`src/rtl/gf180mcu_osu_sc_gp9t3v3__clkdiv_pkg.sv`:
```
// Shared types and helpers for the glitch-free programmable clock divider.
// Ratio encoding: N = DIV + 2, high phase H = ceil(N/2).
package gf180mcu_osu_sc_gp9t3v3__clkdiv_pkg;

    localparam int DEFAULT_W         = 5;
    localparam int DEFAULT_RESET_DIV = 0;

    typedef enum logic {
        IDLE = 1'b0,
        RUN  = 1'b1
    } state_e;

    // ceil((div_code + 2) / 2); odd ratios get the longer high phase
    function automatic logic [31:0] high_cycles(input logic [31:0] div_code);
        return (div_code + 32'd3) >> 1;
    endfunction

endpackage

```
`src/rtl/gf180mcu_osu_sc_gp9t3v3__clkdiv_if.sv`:
```
// Control/status bundle between the divider and its controller.
interface gf180mcu_osu_sc_gp9t3v3__clkdiv_if
    import gf180mcu_osu_sc_gp9t3v3__clkdiv_pkg::*;
#(
    parameter int W = DEFAULT_W
) ();

    logic         en;
    logic         load;
    logic [W-1:0] div;
    logic         ack;
    logic         busy;
    logic         y;

    modport master (
        output en,
        output load,
        output div,
        input  ack,
        input  busy,
        input  y
    );

    modport slave (
        input  en,
        input  load,
        input  div,
        output ack,
        output busy,
        output y
    );

endinterface

```
`src/rtl/gf180mcu_osu_sc_gp9t3v3__clkdiv_ctr.sv`:
```
// Period counter and registered Y generator for the active ratio.
// The period restarts or stops only at the boundary count N-1.
module gf180mcu_osu_sc_gp9t3v3__clkdiv_ctr
    import gf180mcu_osu_sc_gp9t3v3__clkdiv_pkg::*;
#(
    parameter int W = DEFAULT_W
) (
    input  logic         clk,
    input  logic         rst,
    input  logic [W-1:0] act_div,
    input  logic         running,
    input  logic         restart,
    output logic         boundary,
    output logic         y
);

    localparam int CW = W + 1;

    logic [CW-1:0] cnt_q;
    logic [CW-1:0] cnt_d;
    logic          y_q;
    logic          y_d;
    logic [CW-1:0] last_cnt;
    logic [CW-1:0] high;
    logic [CW-1:0] cnt_inc;

    // N-1 = DIV+1, kept in W+1 bits so N = 2^W+1 never wraps
    assign last_cnt = CW'(act_div) + CW'(1);
    assign high     = CW'(high_cycles(32'(act_div)));
    assign cnt_inc  = cnt_q + CW'(1);
    assign boundary = running && (cnt_q == last_cnt);

    always_comb begin
        cnt_d = '0;
        y_d   = 1'b0;
        if (running && !boundary) begin
            cnt_d = cnt_inc;
            y_d   = (cnt_inc < high);
        end else begin
            // idle or boundary: either open a fresh period high or park low
            cnt_d = '0;
            y_d   = restart;
        end
    end

    always_ff @(posedge clk or posedge rst) begin
        if (rst) begin
            cnt_q <= '0;
            y_q   <= 1'b0;
        end else begin
            cnt_q <= cnt_d;
            y_q   <= y_d;
        end
    end

    assign y = y_q;

endmodule

```
`src/rtl/gf180mcu_osu_sc_gp9t3v3__clkdiv.sv`:
```
// Glitch-free integer clock divider: run/stop FSM plus LOAD/ACK ratio handshake.
// New ratios and EN take effect only in IDLE or on a whole-period boundary.
module gf180mcu_osu_sc_gp9t3v3__clkdiv
    import gf180mcu_osu_sc_gp9t3v3__clkdiv_pkg::*;
#(
    parameter int W         = DEFAULT_W,
    parameter int RESET_DIV = DEFAULT_RESET_DIV
) (
    input  logic                                    CLK,
    input  logic                                    RST,
    gf180mcu_osu_sc_gp9t3v3__clkdiv_if.slave        bus
);

    state_e       state_q;
    state_e       state_d;
    logic [W-1:0] act_q;
    logic [W-1:0] act_d;
    logic [W-1:0] pend_q;
    logic [W-1:0] pend_d;
    logic         pend_v_q;
    logic         pend_v_d;
    logic         ack_q;
    logic         ack_d;
    logic         apply;
    logic         boundary;
    logic         running;
    logic         y_int;

    assign running = (state_q == RUN);

    always_comb begin
        state_d  = state_q;
        act_d    = act_q;
        pend_d   = pend_q;
        pend_v_d = pend_v_q;
        ack_d    = 1'b0;
        apply    = 1'b0;

        case (state_q)
            IDLE: begin
                apply = 1'b1;
                if (bus.en) begin
                    state_d = RUN;
                end
            end
            RUN: begin
                if (boundary) begin
                    apply = 1'b1;
                    if (!bus.en) begin
                        state_d = IDLE;
                    end
                end
            end
        endcase

        if (apply) begin
            // a same-cycle LOAD supersedes whatever is pending
            if (bus.load) begin
                act_d = bus.div;
                ack_d = 1'b1;
            end else if (pend_v_q) begin
                act_d = pend_q;
                ack_d = 1'b1;
            end
            pend_v_d = 1'b0;
        end else if (bus.load) begin
            pend_d   = bus.div;
            pend_v_d = 1'b1;
        end
    end

    always_ff @(posedge CLK or posedge RST) begin
        if (RST) begin
            state_q  <= IDLE;
            act_q    <= W'(RESET_DIV);
            pend_q   <= '0;
            pend_v_q <= 1'b0;
            ack_q    <= 1'b0;
        end else begin
            state_q  <= state_d;
            act_q    <= act_d;
            pend_q   <= pend_d;
            pend_v_q <= pend_v_d;
            ack_q    <= ack_d;
        end
    end

    gf180mcu_osu_sc_gp9t3v3__clkdiv_ctr #(
        .W (W)
    ) u_ctr (
        .clk      (CLK),
        .rst      (RST),
        .act_div  (act_q),
        .running  (running),
        .restart  (bus.en),
        .boundary (boundary),
        .y        (y_int)
    );

    assign bus.y    = y_int;
    assign bus.ack  = ack_q;
    assign bus.busy = pend_v_q;

endmodule
```
`src/flat_wrapper.sv`:
```
// flat-port wrapper written by rule: the top's interface ports become plain ports
module gf180mcu_osu_sc_gp9t3v3__clkdiv_flat import gf180mcu_osu_sc_gp9t3v3__clkdiv_pkg::*;
#(
    parameter int W         = DEFAULT_W,
    parameter int RESET_DIV = DEFAULT_RESET_DIV
)
  (CLK, RST, bus_en, bus_load, bus_div, bus_ack, bus_busy, bus_y);
  gf180mcu_osu_sc_gp9t3v3__clkdiv_if #(.W(W)) bus_i ();
  input  logic CLK;
  input  logic RST;
  input wire logic [$bits(bus_i.en)-1:0] bus_en;
  input wire logic [$bits(bus_i.load)-1:0] bus_load;
  input wire logic [$bits(bus_i.div)-1:0] bus_div;
  output wire logic [$bits(bus_i.ack)-1:0] bus_ack;
  output wire logic [$bits(bus_i.busy)-1:0] bus_busy;
  output wire logic [$bits(bus_i.y)-1:0] bus_y;
  assign bus_i.en = bus_en;
  assign bus_i.load = bus_load;
  assign bus_i.div = bus_div;
  assign bus_ack = bus_i.ack;
  assign bus_busy = bus_i.busy;
  assign bus_y = bus_i.y;
  gf180mcu_osu_sc_gp9t3v3__clkdiv #(.W(W), .RESET_DIV(RESET_DIV)) u_core (.CLK(CLK), .RST(RST), .bus(bus_i));
endmodule
```
`config.mk`:
```
export PLATFORM = sky130hd
export DESIGN_NAME = gf180mcu_osu_sc_gp9t3v3__clkdiv_flat
export DESIGN_NICKNAME = d
export VERILOG_FILES = /design/src/rtl/gf180mcu_osu_sc_gp9t3v3__clkdiv_pkg.sv /design/src/rtl/gf180mcu_osu_sc_gp9t3v3__clkdiv_if.sv /design/src/rtl/gf180mcu_osu_sc_gp9t3v3__clkdiv_ctr.sv /design/src/rtl/gf180mcu_osu_sc_gp9t3v3__clkdiv.sv /design/src/flat_wrapper.sv
export SDC_FILE = /design/constraint.sdc
export NUM_CORES = 1
export LEC_CHECK = 0
export ABC_AREA = 1
export BUFFER_PORTS_ARGS = -buffer_cell sky130_fd_sc_hd__buf_4
export CAP_MARGIN = 0
export CORE_ASPECT_RATIO = 0.5
export CORE_UTILIZATION = 30
export CTS_CLUSTER_DIAMETER = 50
export DETAILED_ROUTE_END_ITERATION = 6
export HOLD_SLACK_MARGIN = 0.02
export PLACE_DENSITY = 0.47
export SYNTH_ARGS = -nofsm -noshare
export SYNTH_HDL_FRONTEND = slang
export SYNTH_SLANG_ARGS = --single-unit
```
`constraint.sdc`:
```
create_clock -name CLK -period 2.4 [get_ports CLK]
set_input_delay 0.12 -clock CLK [delete_from_list [all_inputs] [get_ports CLK]]
set_output_delay 0.12 -clock CLK [all_outputs]
set_load 0.01 [all_outputs]
```
== Word level (Yosys, flattened, before mapping) ==
Cells that the tools add are included.
W data, S select, Z words.

* Register bits after elaboration: 20
* Bits of input ports: 9
* Memory bits (writable): 0
* Memory bits (read-only): 0
* Logic and storage cells: 35
* Output and inout bits: 3
* Bits in latches: 0
* Memories kept: 0

* Shift operators: 0
* $mul: 0
* Equal/unequal tests: 1
* Add/sub/neg operators: 3
* Divide/modulo/power cells: 0
* Reductions and logical operators: 7
* Mux-type cells: 14
* Magnitude comparators: 1
* Bitwise gates (word level): 2

{| class="wikitable"
|+ Operators with widths
! operator !! count
|-
| $mux W5 || 2
|-
| $mux W1 || 9
|-
| $add A5 B1 Y6 const B || 1
|-
| $add A5 B2 Y6 const B || 1
|-
| $add A6 B1 Y6 const B || 1
|-
| $eq A6 B6 Y1 || 1
|-
| $lt A6 B5 Y1 || 1
|-
| $mux W6 || 1
|-
| $pmux W1 S2 || 2
|-
| $reduce_and A2 Y1 || 2
|-
| $reduce_bool A2 Y1 || 2
|-
| $logic_and A1 B1 Y1 || 2
|-
| $not A1 Y1 || 2
|-
| $logic_not A1 Y1 || 1
|}

== Longest topological paths before layout ==
Gate-level depths: netlist of run 1.

* Depth after elaboration: 7
* Depth in mapped cells: 13
* Depth with buffers taken out: 13

== By module ==
A second synthesis of run 1 with hierarchy kept.

* Cell total of the unflattened synthesis: 184
* Area total of the unflattened synthesis: 1,306.3 µm²

{| class="wikitable"
|+ By module, submodules not included
! module !! times used !! cells an instance !! area an instance (µm²)
|-
| gf180mcu_osu_sc_gp9t3v3__clkdiv_ctr || 1 || 110 || 709.4
|-
| gf180mcu_osu_sc_gp9t3v3__clkdiv || 1 || 74 || 596.8
|}

== Worst setup path before layout of run 1 ==
OpenSTA, ideal clock, no wires.

* Path type: reg-to-reg
* Start point: register u_core.u_ctr.cnt_q[0]
* End point: register u_core.u_ctr.y_q (netlist: u_core.u_ctr.y)
* Slack: 0.637 ns
* Arrival: 1.647 ns
* Buffers on the path: 0
* Period minus slack after synthesis: 1.763 ns
* Cell stages (with the launch flop): 13
* Required time: 2.284 ns
* Path through: dfrtp_1 ha_1 nand2_1 inv_1 nand2_1 xor2_1 inv_1 ha_1 inv_1 o211ai_1 nor2_1 nand2_1 nand2_1

* Longest elaborated chain between the ends: 5
* Elaborated cells between the ends (all ways): 7

{| class="wikitable"
|+ Ends and longest elaborated chain
! element !! line !! text
|-
| from (decl) || gf180mcu_osu_sc_gp9t3v3__clkdiv_ctr.sv:19 || <nowiki>logic [CW-1:0] cnt_q;</nowiki>
|-
| from (signal assigned) || gf180mcu_osu_sc_gp9t3v3__clkdiv_ctr.sv:51 || <nowiki>cnt_q <= cnt_d;</nowiki>
|-
| parallel branches: the longest is 4 deep, another holds $add A6 B1 Y6 || n/a ||
|-
| $mux W1 (*) || gf180mcu_osu_sc_gp9t3v3__clkdiv_ctr.sv:36 || <nowiki>if (running && !boundary) begin</nowiki>
|-
| net u_core.u_ctr.y_d || gf180mcu_osu_sc_gp9t3v3__clkdiv_ctr.sv:22 || <nowiki>logic y_d;</nowiki>
|-
| to (signal assigned) || gf180mcu_osu_sc_gp9t3v3__clkdiv_ctr.sv:52 || <nowiki>y_q <= y_d;</nowiki>
|-
| to (decl) || gf180mcu_osu_sc_gp9t3v3__clkdiv_ctr.sv:21 || <nowiki>logic y_q;</nowiki>
|}

Mark *: on every way through the listed nets, which the timed path passes.
A chain may end at the register's enable or synchronous reset.

== Worst setup path in the final report of run 1 ==
* Start point: register u_core.act_q[0]
* End point: register u_core.u_ctr.y_q (netlist: u_core.u_ctr.y)

* Longest elaborated chain between the ends: 6
* Elaborated cells between the ends (all ways): 8

{| class="wikitable"
|+ Ends and longest elaborated chain
! element !! line !! text
|-
| from (decl) || gf180mcu_osu_sc_gp9t3v3__clkdiv.sv:16 || <nowiki>logic [W-1:0] act_q;</nowiki>
|-
| from (signal assigned) || gf180mcu_osu_sc_gp9t3v3__clkdiv.sv:75 || <nowiki>act_q <= W'(RESET_DIV);</nowiki>
|-
| from (signal assigned) || gf180mcu_osu_sc_gp9t3v3__clkdiv.sv:81 || <nowiki>act_q <= act_d;</nowiki>
|-
| parallel branches: the longest is 5 deep, another holds $add A5 B2 Y6 || n/a ||
|-
| $mux W1 (*) || gf180mcu_osu_sc_gp9t3v3__clkdiv_ctr.sv:36 ||
|-
| net u_core.u_ctr.y_d || gf180mcu_osu_sc_gp9t3v3__clkdiv_ctr.sv:22 ||
|}

Marks and branches as above.

==> results of run 1 <==
[cells in the mapped netlist (all sizes together)]
cell type	number	share of area (%)
clkbuf	1	0.30
a21oi	4	1.6
buf	1	0.91
nand3b	1	0.61
ha	7	7.1
xor2	5	3.5
nor3	2	0.81
nor2	13	3.9
nand2	70	22
or2	2	1.0
xnor2	1	0.71
nand3	14	5.7
o211ai	1	0.61
dfrtp	20	40
nand4	5	2.5
o21ai	2	0.81
inv	24	7.3
[sequential cells by signal, indices dropped and copies added, names as in the netlist]
signal / cells
u_core.bus.ack: 1
u_core.u_ctr.y: 1
u_core.bus.busy: 1
u_core.running: 1
u_core.pend_q: 5
u_core.act_q: 5
u_core.u_ctr.cnt_q: 6
[cell families after synthesis]
family / Yosys count / share of synthesized area [%]
simple gates: 107 / 36.6
buf+inv: 26 / 8.50
flops: 20 / 40.5
compound gates: 7 / 3.04
fa+ha+maj: 7 / 7.08
xor+xnor: 6 / 4.25
[cell type report]
type | instances | area, um^2 | area share (%)
flip-flops and latches | 20 | 500 | 34.9
clock buffers | 4 | 55.1 | 3.84
multi-input cells | 127 | 631 | 44.0
repair buffers | 12 | 90.1 | 6.28
well taps | 54 | 67.6 | 4.71
inverters | 24 | 90.1 | 6.28
[power by group through the flow]
| stage | clock, mW | combinational (mW) | sequential, mW |
|---|---|---|---|
| floorplan | 0 | 0.802 | 0.625 |
| global placement | 0 | 1.02 | 0.651 |
| detailed placement | 0 | 1.02 | 0.648 |
| CTS | 0.269 | 1.03 | 0.642 |
| global route | 0.283 | 1.19 | 0.666 |
| finish | 0.263 | 1.02 | 0.643 |
[layout by cell type, fill, tap and decap left out]
cell type,instances
nand2_1,68
o211ai_1,1
xor2_1,5
or2_1,1
nand4_1,5
nand3_1,14
nor2_1,13
ha_1,7
xnor2_1,1
dfrtp_1,20
nand3b_1,1
nor3_1,2
inv_1,24
o21ai_0,2
or2_2,1
buf_4,12
clkbuf_8,4
nand2_4,1
nand2_2,1
a21oi_1,4
[worst reg2reg max path, stage by stage, from the launching register on]
cell,delay [ps]
dfrtp_1,430
inv_1,80
ha_1,220
nor3_1,290
xor2_1,200
ha_1,270
a21oi_1,150
o211ai_1,110
nor2_1,140
nand2_1,60
nand2_1,50
[per-layer routing]
layer  vias to the layer above  track usage [%]  wire (um)
li1                        565                -          -
met1                       450             19.0       1490
met2                        11             19.4        984
met3                         2             2.91         64
met4                         0             1.85         17
met5                         -                0          0
[worst min path at each step]
stage	cells past startpoint	from	slack, ps	end
2_1_floorplan	1	RST	80	u_core.act_q[0]$_DFFE_PP0P_
3_3_place_gp	2	RST	320	u_core.pend_q[4]$_DFFE_PP0P_
3_5_place_dp	2	RST	320	u_core.pend_q[4]$_DFFE_PP0P_
4_1_cts	2	RST	30	u_core.pend_q[4]$_DFFE_PP0P_
5_1_grt	2	bus_en	80	u_core.running$_DFF_PP0_
6_report	2	RST	6	u_core.running$_DFF_PP0_
==> metrics.txt, run 1 <==
unrepaired setup endpoints after global routing no; post-placement cell count 237; Worst Path Arrival 2260 ps; leakage power 0.796 nW; reg-to-reg setup timing slack 350 ps; Buf/Inv on CP 1; ANT nets after route 0; largest net degree at the start of global routing 21; Crit path required time 2610 ps; placed inst area 0.00138 mm^2; IO Count 12; first-pass GRT wire length 4240 um; Stages on worst setup path 10; Sw Pwr 871 uW; die span in y 47.4 um; syn nets 189; clk sink count 20; Flop pwr share 33.4%; Cell Int Power 1.05 mW; crit path from u_core.act_q[0]$_DFFE_PP0P_; CP peak stage delay 430 ps; Slew Limit Fails 0; slew at the pin closest to its max-slew limit 795 ps; total chip power 1.92 mW; final wirelength 2560 um; Worst-Skew Late Latency 260 ps; Syn Area/Cell 7.15 um^2; delay-heaviest family, CP simple AND/OR/NAND/NOR gates; die area 0.00440 mm^2; Startpoint Class flop; Syn Std Cell Area 0.00124 mm^2; DRC viols 0; FILL cells 435; Post-CTS Setup Inserts 0; Final Cycle Share 85.5%; CTS H-tree depth 1; Crit. End Element flop; Clk pwr share 13.7%; ANT cells 0; Initial Util 31.5%; post-synthesis sequential area ratio 40.5%; FF-to-FF Start u_core.act_q[0]$_DFFE_PP0P_; fin worst setup slack 348 ps; CORE AREA 0.00392 mm^2; Layout Nets 204; CP max FO 6; min Tclk post-route 2050 ps; Syn. warnings 0; CTS Buffer Depth 2; Clk Tree Root Cell clkbuf_8; critical path, cell by cell inv_1, ha_1, nor3_1, xor2_1, ha_1, a21oi_1, o211ai_1, nor2_1, nand2_1, nand2_1; Finished Core Util 36.5%; Layout Cells excl Fill 241; number of max-cap violations 0; pwr/cell area 1340 mW/mm^2; Setup Viol. Count Final 0; FMAX 0.487 GHz; max_slew headroom 47.0%; CTS resizes 0; initial detailed-routing violation count 40; CP Capture Point u_core.u_ctr.y$_DFF_PP0_; Worst Reg-to-Reg Cells 10; peak supply drop 394 uV; Comb power frac 52.9%; Min Hold Slack 6.10 ps; Design Area, Final 0.00143 mm^2; WL/cell 10.6 um; Syn Inst Count 173; Final Hold Viols 0; drt pass-1 iters 4; worst reg2reg path endpoint u_core.u_ctr.y$_DFF_PP0_; row cnt 16; CTS tree yes; pre-CTS setup slack 357 ps; layout cells sized above 1 10.2%; clk slew on worst S/H paths 80 ps; Synth-to-Final Area Change 16.0%; Port-buffer cells 11; Yosys reg bits 20; initial antenna violation count 0; CP max stage cell dfrtp_1; Setup CP Type flop to flop; DP HPWL 1990 um; clock buffer count from CTS 3; Die X 92.8 um; drt via density 4.27; GRT overflow 0; setup tns final 0 ps; routability cong. 0.778; via count 1,028; Final Skew 5.37 ps; vias in the first global route 906; Switching Fraction 45.3%; CTS Hold Bufs 0; count of cell types in the netlist 20; total track usage 12.8%; outcome complete, no violations; hold crit path type input pin to asynchronous set/reset pin
No activity file was read; power rests on OpenSTA's default activity.
==> run 2: changes to the inputs <==
GPL_ROUTABILITY_DRIVEN = 0   (was not set)
SYNTH_HIERARCHICAL = 1   (was not set)
==> run 2 against run 1 <==
Clock skew down 0.79 ps. Hold slack better by 53 ps. Global-route usage up 0.67 points. Count of clock-buffer cells in the layout down 1. Final cell count up 5.0%. Maximum frequency down 2.0%. Critical path depth up 3. Register-to-register slack worse by 40 ps. Total power up 5.1%. Sequential share of layout area down 2.2 points. Critical path type unchanged. Largest cell class unchanged. Largest power group unchanged. Highest routed layer unchanged.
==> metrics.txt, run 2 <==
outcome complete, no violations; FMAX 0.478 GHz; final wirelength 2610 um; Final Cycle Share 87.2%; Cell Int Power 1.14 mW; Synth top area share 38.3%; placed inst area 0.00145 mm^2; Post-synth top cells 79 x nand2_1, 23 x inv_1, 20 x dfrtp_1, 13 x nor2_1, 9 x nand3_1; CTS H-tree depth 1; Comb power frac 51.2%; syn nets 200; first-pass GRT wire length 4800 um; Synth Area in Compound Gates 2.49%; Synth area leader dfrtp_1; Clk Tree Root Cell clkbuf_8; largest family of logic cells by synthesized area simple AND/OR/NAND/NOR gates; count of cell types in the netlist 24; Post-CTS Setup Inserts 0; setup tns final 0 ps; CTS tree yes; max_slew headroom 64.8%; Design Area, Final 0.00153 mm^2; Port-buffer cells 11; dominant synthesized flop cell dfrtp_1; largest net degree at the start of global routing 14; GRT overflow 0; Final Hold Viols 0; Sw Pwr 884 uW; layout cells sized above 1 15.6%; pwr/cell area 1320 mW/mm^2; ANT nets after route 0; Crit. End Element flop; Crit path required time 2560 ps; drt via density 4.17; Layout Nets 216; clk sink count 20; CP max FO 5; min Tclk post-route 2090 ps; Syn Area/Cell 7.10 um^2; Worst-Skew Late Latency 260 ps; die span in y 48.7 um; Syn Std Cell Area 0.00131 mm^2; drt pass-1 iters 4; Final Skew 4.58 ps; Min Hold Slack 58.9 ps; post-placement cell count 248; Post-synth EDFFs 0; simple-gate share of the synthesized area 39.7%; Syn Inst Count 184; leading cell type in the layout, fill and taps excluded nand2_1; Startpoint Class flop; Initial Util 32.3%; largest registers u_core/u_ctr/cnt_q (6), u_core/act_q (5), u_core/pend_q (5); peak supply drop 453 uV; initial detailed-routing violation count 33; DP HPWL 2040 um; unrepaired setup endpoints after global routing no; die area 0.00464 mm^2; DRC viols 0; Worst Path Arrival 2250 ps; mux contribution to synthesized area 0%; CTS Buffer Depth 2; slew at the pin closest to its max-slew limit 527 ps; Yosys reg bits 20; vias in the first global route 1,056; number of max-cap violations 0; leading cell types in the layout, fill and taps excluded 79 x nand2_1, 23 x inv_1, 20 x dfrtp_1; most frequent cell after synthesis nand2_1; Syn. warnings 6; Slew Limit Fails 0; Layout Cells excl Fill 253; CORE AREA 0.00404 mm^2; hold crit path type input pin to flop; CTS resizes 0; Flop pwr share 32.0%; clk slew on worst S/H paths 80 ps; initial antenna violation count 0; FFs w/ async S/R, synth 100%; Die X 95.3 um; Adder-Cell Fraction of Synth Area 6.70%; Largest Register u_core/u_ctr/cnt_q; Clk pwr share 16.8%; reg-to-reg setup timing slack 310 ps; Setup Viol. Count Final 0; post-synthesis sequential area ratio 38.3%; Largest register FFs 6; via count 1,055; row cnt 16; Setup CP Type flop to flop; CTS Hold Bufs 1; synth top area cells dfrtp_1 38%, nand2_1 23%, ha_1 6.7%; leakage power 0.852 nW; IO Count 12; xor and xnor fraction of the mapped netlist area 4.02%; Switching Fraction 43.7%; WL/cell 10.3 um; ANT cells 0; clock buffer count from CTS 3; total track usage 13.5%; Synth-to-Final Area Change 17.1%
run 2: routing by layer:
layer  wire (um)  GRT usage, %
met1        1440          19.8
met4          11          1.52
met5           0             0
met2        1100          20.5
met3          63          3.30
run 2: area by class of cell:
class / count / area [um^2]
repair buffers: 13 / 100
well taps: 54 / 67.6
fillers: 435 / 2510
flip-flops and latches: 20 / 500
clock buffers: 3 / 41.3
inverters: 25 / 98.8
clock inverters: 1 / 30.0
multi-input cells: 137 / 691
run 2: logic make-up after synthesis:
group | after synthesis
AND/OR/NAND/NOR | 118
buffers and inverters | 27
flip-flops | 20
adder cells (fa/ha/maj) | 7
AO/OA/AOI/OAI | 6
XOR/XNOR | 6
run 2: path summary, 6_finish.rpt:
kind / start / end / cells past startpoint
setup reg to reg: u_core/act_q[0]$_DFFE_PP0P_ / u_core/act_q[3]$_DFFE_PP0P_ / 13
setup / recovery: u_core/act_q[0]$_DFFE_PP0P_ / u_core/act_q[3]$_DFFE_PP0P_ / 13
hold / removal: bus_div[1] / u_core/pend_q[1]$_DFFE_PP0P_ / 3
min in group asynchronous: RST / u_core/u_ctr/y$_DFF_PP0_ / 3
max in group asynchronous: RST / u_core/running$_DFF_PP0_ / 3
hold reg to reg: u_core/pend_q[1]$_DFFE_PP0P_ / u_core/pend_q[1]$_DFFE_PP0P_ / 2
run 2: metrics by stage:
step / setup slack [ps] / utilization, % / total power [mW]
4_1_cts: 286 / 37.8 / 2.05
5_1_grt: 69.4 / 37.8 / 2.27
6_report: 306 / 37.8 / 2.02
3_3_place_gp: 375 / 35.8 / 1.70
3_5_place_dp: 311 / 35.8 / 1.69
2_1_floorplan: 500 / - / 1.45
run 2: worst max-delay path, stage by stage (launching register included):
cell and delay (ps):
dfrtp_1 440, inv_1 80, ha_1 290, inv_1 80, or2_2 110, nand3_1 80, nor2_2 150, nand2_2 80
nor2_1 220, inv_1 80, nand2_2 100, nand2_1 130, nand2_1 100, nand2_1 50
run 2: power groups by stage:
stage	Sequential (mW)	Clock, mW	Combinational [mW]
final	0.648	0.340	1.03
after global routing	0.675	0.372	1.23
after CTS	0.648	0.353	1.05
after detailed placement	0.654	0	1.04
after global placement	0.655	0	1.04
after floorplan	0.616	0	0.830
